[src/rtl/mmio_timer.sv]
// Memory-mapped timer/compare peripheral on the data-memory port.
// Prescaled 32-bit counter with compare match, overflow, sticky status and IRQ level.
module mmio_timer #(
    parameter logic [31:0] BASE_ADDR  = 32'h0000_0400,
    parameter int          PRESCALE_W = 16
) (
    input  logic        clk,
    input  logic        rst,
    input  logic [31:0] addr,
    input  logic [31:0] wdata,
    input  logic        mem_write,
    output logic [31:0] rdata,
    output logic        rd_hit,
    output logic        irq
);

    typedef enum logic [2:0] {
        OFF_CTRL     = 3'd0,
        OFF_PRESCALE = 3'd1,
        OFF_COMPARE  = 3'd2,
        OFF_COUNT    = 3'd3,
        OFF_STATUS   = 3'd4
    } reg_off_e;

    localparam logic [26:0] BASE_TAG = BASE_ADDR[31:5];

    logic [2:0]            ctrl_q, ctrl_d;
    logic [PRESCALE_W-1:0] prescale_q, prescale_d;
    logic [PRESCALE_W-1:0] pre_cnt_q, pre_cnt_d;
    logic [31:0]           compare_q, compare_d;
    logic [31:0]           count_q, count_d;
    logic                  match_q, match_d;
    logic                  ovf_q, ovf_d;
    logic [31:0]           rdata_q, rdata_d;
    logic                  rd_hit_q;

    logic       hit, wr, tick, set_match, set_ovf;
    logic [2:0] off;
    logic       unused_addr_lsb;

    assign unused_addr_lsb = ^addr[1:0];

    // NOTE: every variable gets a default at the top of always_comb so no path infers a latch.
    always_comb begin
        hit        = (addr[31:5] == BASE_TAG);
        off        = addr[4:2];
        wr         = hit & mem_write;
        tick       = ctrl_q[0] && (pre_cnt_q == prescale_q);

        ctrl_d     = ctrl_q;
        prescale_d = prescale_q;
        compare_d  = compare_q;
        count_d    = count_q;
        set_match  = 1'b0;
        set_ovf    = 1'b0;
        rdata_d    = 32'h0;

        if (wr && (off == OFF_CTRL || off == OFF_PRESCALE)) begin
            pre_cnt_d = '0;
        end else if (!ctrl_q[0] || tick) begin
            pre_cnt_d = '0;
        end else begin
            pre_cnt_d = pre_cnt_q + 1'b1;
        end

        // A software COUNT write wins over a tick and suppresses match/overflow evaluation.
        if (wr && off == OFF_COUNT) begin
            count_d = wdata;
        end else if (tick) begin
            set_match = (count_q == compare_q);
            if (set_match && ctrl_q[1]) begin
                count_d = 32'h0;
            end else begin
                count_d = count_q + 32'd1;
                set_ovf = &count_q;
            end
        end

        match_d = (match_q & ~(wr && off == OFF_STATUS && wdata[0])) | set_match;
        ovf_d   = (ovf_q   & ~(wr && off == OFF_STATUS && wdata[1])) | set_ovf;

        if (wr) begin
            case (off)
                OFF_CTRL:     ctrl_d     = wdata[2:0];
                OFF_PRESCALE: prescale_d = wdata[PRESCALE_W-1:0];
                OFF_COMPARE:  compare_d  = wdata;
                default:      ;
            endcase
        end

        if (hit) begin
            case (off)
                OFF_CTRL:     rdata_d = {29'h0, ctrl_q};
                OFF_PRESCALE: rdata_d = 32'(prescale_q);
                OFF_COMPARE:  rdata_d = compare_q;
                OFF_COUNT:    rdata_d = count_q;
                OFF_STATUS:   rdata_d = {30'h0, ovf_q, match_q};
                default:      rdata_d = 32'h0;
            endcase
        end
    end

    // NOTE: sequential state uses non-blocking assignments so every flop samples pre-edge values.
    always_ff @(posedge clk or negedge rst) begin
        if (!rst) begin
            ctrl_q     <= '0;
            prescale_q <= '0;
            pre_cnt_q  <= '0;
            compare_q  <= '0;
            count_q    <= '0;
            match_q    <= 1'b0;
            ovf_q      <= 1'b0;
            rdata_q    <= '0;
            rd_hit_q   <= 1'b0;
        end else begin
            ctrl_q     <= ctrl_d;
            prescale_q <= prescale_d;
            pre_cnt_q  <= pre_cnt_d;
            compare_q  <= compare_d;
            count_q    <= count_d;
            match_q    <= match_d;
            ovf_q      <= ovf_d;
            rdata_q    <= rdata_d;
            rd_hit_q   <= hit;
        end
    end

    assign rdata  = rdata_q;
    assign rd_hit = rd_hit_q;
    assign irq    = ctrl_q[2] & (match_q | ovf_q);

endmodule

[config.mk]
export PLATFORM = sky130hd
export DESIGN_NAME = mmio_timer
export DESIGN_NICKNAME = d
export VERILOG_FILES = /design/src/rtl/mmio_timer.sv
export SDC_FILE = /design/constraint.sdc
export NUM_CORES = 1
export LEC_CHECK = 0
export BUFFER_PORTS_ARGS = -buffer_cell sky130_fd_sc_hd__buf_2
export CAP_MARGIN = 15
export CORE_ASPECT_RATIO = 1.25
export CORE_MARGIN = 2
export CORE_UTILIZATION = 60
export DETAILED_ROUTE_END_ITERATION = 12
export GPL_TIMING_DRIVEN = 0
export PLACE_DENSITY = 0.79
export SYNTH_ARGS = -nofsm -noshare
export SYNTH_HDL_FRONTEND = slang
export SYNTH_SLANG_ARGS = --single-unit
[constraint.sdc]
create_clock -name clk -period 3.55 [get_ports clk]
set_clock_uncertainty 0.2 [all_clocks]
set_input_delay 0.5325 -clock clk [delete_from_list [all_inputs] [get_ports clk]]
set_output_delay 0.5325 -clock clk [all_outputs]
set_load 0.02 [all_outputs]
After elaboration in Yosys (flattened, before gate mapping)

Index checks and enable logic that the tools add are counted.

$add $sub $neg: 2
Multipliers: 0
Div/mod/pow operators: 0
$lt $le $gt $ge: 0
Equal/unequal tests: 7
Shift operators: 0
Muxes and demuxes: 12
Bitwise logic cells: 9
Reductions and logical operators: 16

Operators with widths:

| cell                                                             | number |
|---|---|
| 32-bit case mux with 5 select lines                              | 1 |
| 32-bit two-way mux                                               | 4 |
| 32-bit by 1-bit adder with 32-bit output, second input constant  | 1 |
| 32-bit == test                                                   | 1 |
| 16-bit two-way mux                                               | 2 |
| 32-bit AND reduction                                             | 1 |
| 27-bit by 6-bit == test with 1-bit output, second input constant | 1 |
| 16-bit by 1-bit adder with 16-bit output, second input constant  | 1 |
| 16-bit == test                                                   | 1 |
| 1-bit logical AND                                                | 7 |
| 3-bit by 2-bit == test with 1-bit output, second input constant  | 2 |
| 2-bit AND reduction                                              | 3 |
| 1-bit two-way mux                                                | 5 |
| 1-bit AND                                                        | 4 |
| 3-bit by 1-bit == test with 1-bit output, second input constant  | 1 |
| 3-bit == test, second input constant                             | 1 |
| 3-bit zero test                                                  | 1 |
| 1-bit OR                                                         | 3 |
| 1-bit logical OR                                                 | 2 |
| 1-bit inverter                                                   | 2 |
| 2-bit nonzero test                                               | 1 |
| 1-bit zero test                                                  | 1 |

Register bits: 134
Latch bits: 0
Memory bits (writable): 0
Memory bits (read-only): 0
Input port bits: 67
Output and inout port bits: 34
Logic and storage cells: 55
Memories kept: 0

Longest topological paths before layout

Depth after elaboration: 7
Gate-level depth with buffers: 10
Depth with buffers taken out: 7

Worst setup path before layout

OpenSTA, ideal clock, no wires.

Path kind: input-to-reg
From: in addr[7]
To: reg prescale_q[0]
Setup time: 0.125 ns
Arrival: 2.282 ns
Data required time: 3.225 ns
Setup slack: 0.943 ns
Cell stages on the path: 8
Buffers on the path: 2
Cell sequence: nor4b_2 -> nand4_2 -> nor2_4 -> nand2_2 -> or4b_4 -> buf_6 -> buf_8 -> mux2_4

Cells in the longest elaborated chain, start to end: 3

RTL lines:

| element                                   | line | RTL |
|---|---|---|
| from (decl)                               | 9    | `input logic [31:0] addr,` |
| 27-bit by 6-bit == test with 1-bit output | 45   | `hit = (addr[31:5] == BASE_TAG);` |
| named net hit                             | 37   | `logic hit, wr, tick, set_match, set_ovf;` |
| 1-bit AND                                 | 47   | `wr = hit & mem_write;` |
| 2-bit AND reduction (no line)             | --   |  |
| to (signal assigned)                      | 117  | `prescale_q <= prescale_d;` |
| to (decl)                                 | 28   | `logic [PRESCALE_W-1:0] prescale_q, prescale_d;` |

The timed path passes the listed nets, and every way through them passes these cells.
A chain may end at the register's enable or synchronous reset.

Worst setup path in the final report

From: reg prescale_q[14]
To: reg count_q[3]

Cells in the longest elaborated chain, start to end: 3

RTL lines:

| element                      | line | RTL |
|---|---|---|
| 16-bit == test               | 48   | `tick = ctrl_q[0] && (pre_cnt_q == prescale_q);` |
| 1-bit logical AND            | 48   |  |
| 2-bit nonzero test (no line) | --   |  |
| to (signal assigned)         | 120  | `count_q <= count_d;` |
| to (decl)                    | 31   | `logic [31:0] count_q, count_d;` |

Every way passes these cells.

==> results.sh <==
export IMPL_status="finished, final reports clean"
export IMPL_ys_seq_elements=134
export IMPL_hp_class="primary input to flip-flop"
export IMPL_period_share=0.9389
export IMPL_cp_endpoint="count_q[3]$_DFFE_PN0P_"
export IMPL_hold_start="wdata[26]"
export IMPL_cp_max_fo=10
export IMPL_critPathLaunch="prescale_q[14]$_DFFE_PN0P_"
export IMPL_worstPathArrival_ns=3.48
export IMPL_grtUsageTotal=0.3471
export IMPL_seq_area_frac_synth=0.4603
export IMPL_swShare=0.2216
export IMPL_worstPathRequired_ns=3.69
export IMPL_ir_worst_vdd_mv=0.3711
export IMPL_die_x_um=102.6
export IMPL_tightest_slew_ns=0.8663
export IMPL_finalHoldViolations=0
export IMPL_slew_headroom=0.4177
export IMPL_synth_top_area_frac=0.4603
export IMPL_remaining_drc_errors=0
export IMPL_met2WireLength_mm=10.89
export IMPL_dieArea_mm2=0.01304
export IMPL_rsz0062_at_grt="false"
export IMPL_setup_violations=0
export IMPL_clockBufferDepth=2
export IMPL_clk_pin_slew_ns=0.06
export IMPL_wl_per_cell_um=21.27
export IMPL_place_gp_congestion=0.9442
export IMPL_finalNonFillerCells=1017
export IMPL_dp_cells=984
export IMPL_drtIter0Drc=555
export IMPL_ctsResizeCount=0
export IMPL_internal_power_mw=2.625
export IMPL_async_flop_share=1.000
export IMPL_p_total_mw=3.372
export IMPL_tritoncts="yes"
export IMPL_dp_hpwl_mm=15.47
export IMPL_grt_pass1_vias=6461
export IMPL_ys_flop_type="dfrtp_1"
export IMPL_postCtsSetupBuffers=0
export IMPL_drt_first_pass_iters=7
export IMPL_maxUsedRoutingLayer="met4"
export IMPL_coreArea_mm2=0.01199
export IMPL_synthesis_nets=790
export IMPL_powerDensity_mw_per_mm2=392.7
export IMPL_max_freq_mhz=300.0
export IMPL_antenna_found_initial=0
export IMPL_power_frac_clock=0.505
export IMPL_r2r_end="count_q[3]$_DFFE_PN0P_"
export IMPL_synth_area_mm2=0.007284
export IMPL_cts_made_buffers=17
export IMPL_maxCapViolCount=0
export IMPL_critical_path_cell_chain="xnor2_1, nand4_1, nor4_2, and2_1, clkbuf_1, clkbuf_1, nand3_1, a31oi_1"
export IMPL_cpMaxStageDelayCell="nor4_2"
export IMPL_ctsRootBufferMaster="clkbuf_16"
export IMPL_cp_top_family="simple AND/OR/NAND/NOR gates"
export IMPL_synth_avg_cell_area_um2=10.10
export IMPL_yosys_warnings=0
export IMPL_syn2layout_area_growth_pct=17.88
export IMPL_die_h_um=127.2
export IMPL_start_util=0.6074
export IMPL_ant_nets=0
export IMPL_synth_edff_count=0
export IMPL_end_kind="flip-flop"
export IMPL_layout_nets=910
export IMPL_clock_sinks=134
export IMPL_syn_inst=721
export IMPL_antenna_cells=0
export IMPL_wl_met3_mm=1.548
export IMPL_gr_total_overflow=0
export IMPL_max_stage_delay_ns=0.79
export IMPL_crit_cells=8
export IMPL_cts_hold_buf=1
export IMPL_drive_gt1_frac=0.2673
export IMPL_comb_power_share=0.042
export IMPL_grt_max_degree=96
export IMPL_vias_per_cell=6.247
export IMPL_r2r_slack_ns=0.22
export IMPL_pin_count=101
export IMPL_switching_power_mw=0.7472
export IMPL_vias=6353
export IMPL_htreeDepth=4
export IMPL_crit_type="flip-flop to flip-flop"
export IMPL_slew_violations=0
export IMPL_clock_latency_ns=0.43
export IMPL_totalWireLength_mm=21.63
export IMPL_path_common_cell="clkbuf_1"
export IMPL_r2r_start="prescale_q[14]$_DFFE_PN0P_"
export IMPL_grt_pass1_wl_mm=33.96
export IMPL_synthTopCellsByArea="dfrtp_1 46%, mux2_2 8.2%, xnor2_1 6.7%"
export IMPL_leakage_nw=3.970
export IMPL_rows=45
export IMPL_reg2regPathDepth=8
export IMPL_worstSetupStartpointType="flip-flop"
export IMPL_synth_top_cell_by_area="dfrtp_1"
export IMPL_m1WireLength_mm=8.228
export IMPL_p_seq_frac=0.453
export IMPL_place_port_buffers=97
export IMPL_path_buf_inv=2
export IMPL_fin_crit_ns=3.333
export IMPL_yosys_cell_types_count=58
power by group through the flow:
stage	Sequential (mW)	Combinational, mW	Clock, mW
6_report	1.53	0.142	1.70
2_1_floorplan	1.56	0.0437	0
5_1_grt	1.53	0.157	1.77
3_5_place_dp	1.56	0.141	0
4_1_cts	1.53	0.143	1.71
3_3_place_gp	1.56	0.132	0
state kept, by name, indices dropped and copies added, names as in the netlist, 3 cells and up:
name	flops
prescale_q	16
rdata	32
compare_q	32
ctrl_q	3
count_q	32
pre_cnt_q	16
layer usage:
metal / vias to the layer above / GRT usage
met5: - / 0
met4: 0 / 0.1945
met3: 77 / 0.08753
met2: 340 / 0.5667
met1: 3081 / 0.4141
li1: 2855 / -
worst min path at each step:
stage                                            to  slack (ns)  depth (start not counted)
after global placement       pre_cnt_q[0]$_DFF_PN0_        0.32                          1
after detailed placement  prescale_q[0]$_DFFE_PN0P_        0.27                          1
after CTS                 compare_q[26]$_DFFE_PN0P_        0.14                          2
after floorplan            compare_q[0]$_DFFE_PN0P_        0.04                          0
after global routing      compare_q[26]$_DFFE_PN0P_        0.15                          2
final                     compare_q[26]$_DFFE_PN0P_        0.14                          2
Yosys cell counts (all sizes together), types with 5 or more instances:
cell and count:
a21oi 20, a22oi 33, a31oi 36, a32oi 5, a41oi 5, and3 14, buf 19, clkbuf 40
dfrtp 134, inv 9, mux2 66, nand2 34, nand3 35, nand4 24, nor2 93, nor3 10
nor4 13, o21ai 16, or4b 9, xnor2 56, xor2 6
layout by cell type, fill, tap and decap left out, types with 4 or more instances in the layout:
cell and count:
a41oi_1 5, nor3_1 9, buf_2 113, mux2_2 53
nand2_1 33, a31oi_1 36, a32oi_1 5, dfrtp_1 134
nand4_1 23, nand3_1 35, a21oi_1 20, nor4_1 6
mux2_4 10, nor2_1 91, nand4b_1 4, xnor2_1 56
clkinv_2 4, or4b_1 8, xor2_1 6, inv_1 9
a22oi_1 33, o21ai_0 16, nor4_2 5, clkbuf_16 17
clkbuf_1 41, and3_1 14, nor2b_1 4
layout make-up:
cell class	instances	area [um2]
Buffer	59	262.8
Clock buffer	22	454.2
Clock inverter	9	103.9
Fill cell	954	3406
Inverter	9	33.78
Multi-Input combinational cell	519	3635
Sequential cell	134	3353
Tap cell	164	205.2
Timing Repair Buffer	101	539.3
worst register-to-register path, stage by stage, from the launching register on:
cell	delay (ns)
dfrtp_1	0.41
xnor2_1	0.35
nand4_1	0.17
nor4_2	0.79
and2_1	0.22
clkbuf_1	0.24
clkbuf_1	0.50
nand3_1	0.15
a31oi_1	0.22
kinds of logic after synthesis:
| kind of cell | synth area share |
|---|---|
| and+or+nand+nor | 0.1960 |
| xor gates and xnor gates | 0.07454 |
| adders and majority gates | 0.003435 |
| muxes | 0.1103 |
| DFF | 0.4603 |
| AOI/OAI and AO/OA | 0.1147 |
| buffers and inverters | 0.04071 |
through the flow:
step | hold slack [ns] | setup WS (ns) | TNS, ns | instance area [um2] | utilization
final | 0.1437 | 0.2170 | 0 | 8587 | 0.7160
after global routing | 0.1512 | 0.04784 | 0 | 8587 | 0.7160
after CTS | 0.1396 | 0.3623 | 0 | 8582 | 0.7156
after detailed placement | 0.2743 | 0.2503 | 0 | 8014 | 0.6682
after global placement | 0.3177 | -0.05541 | -5.848 | 7975 | 0.6650
after floorplan | 0.03691 | 0.9431 | 0 | 7284 | -
(Power assumes the default switching activity.)
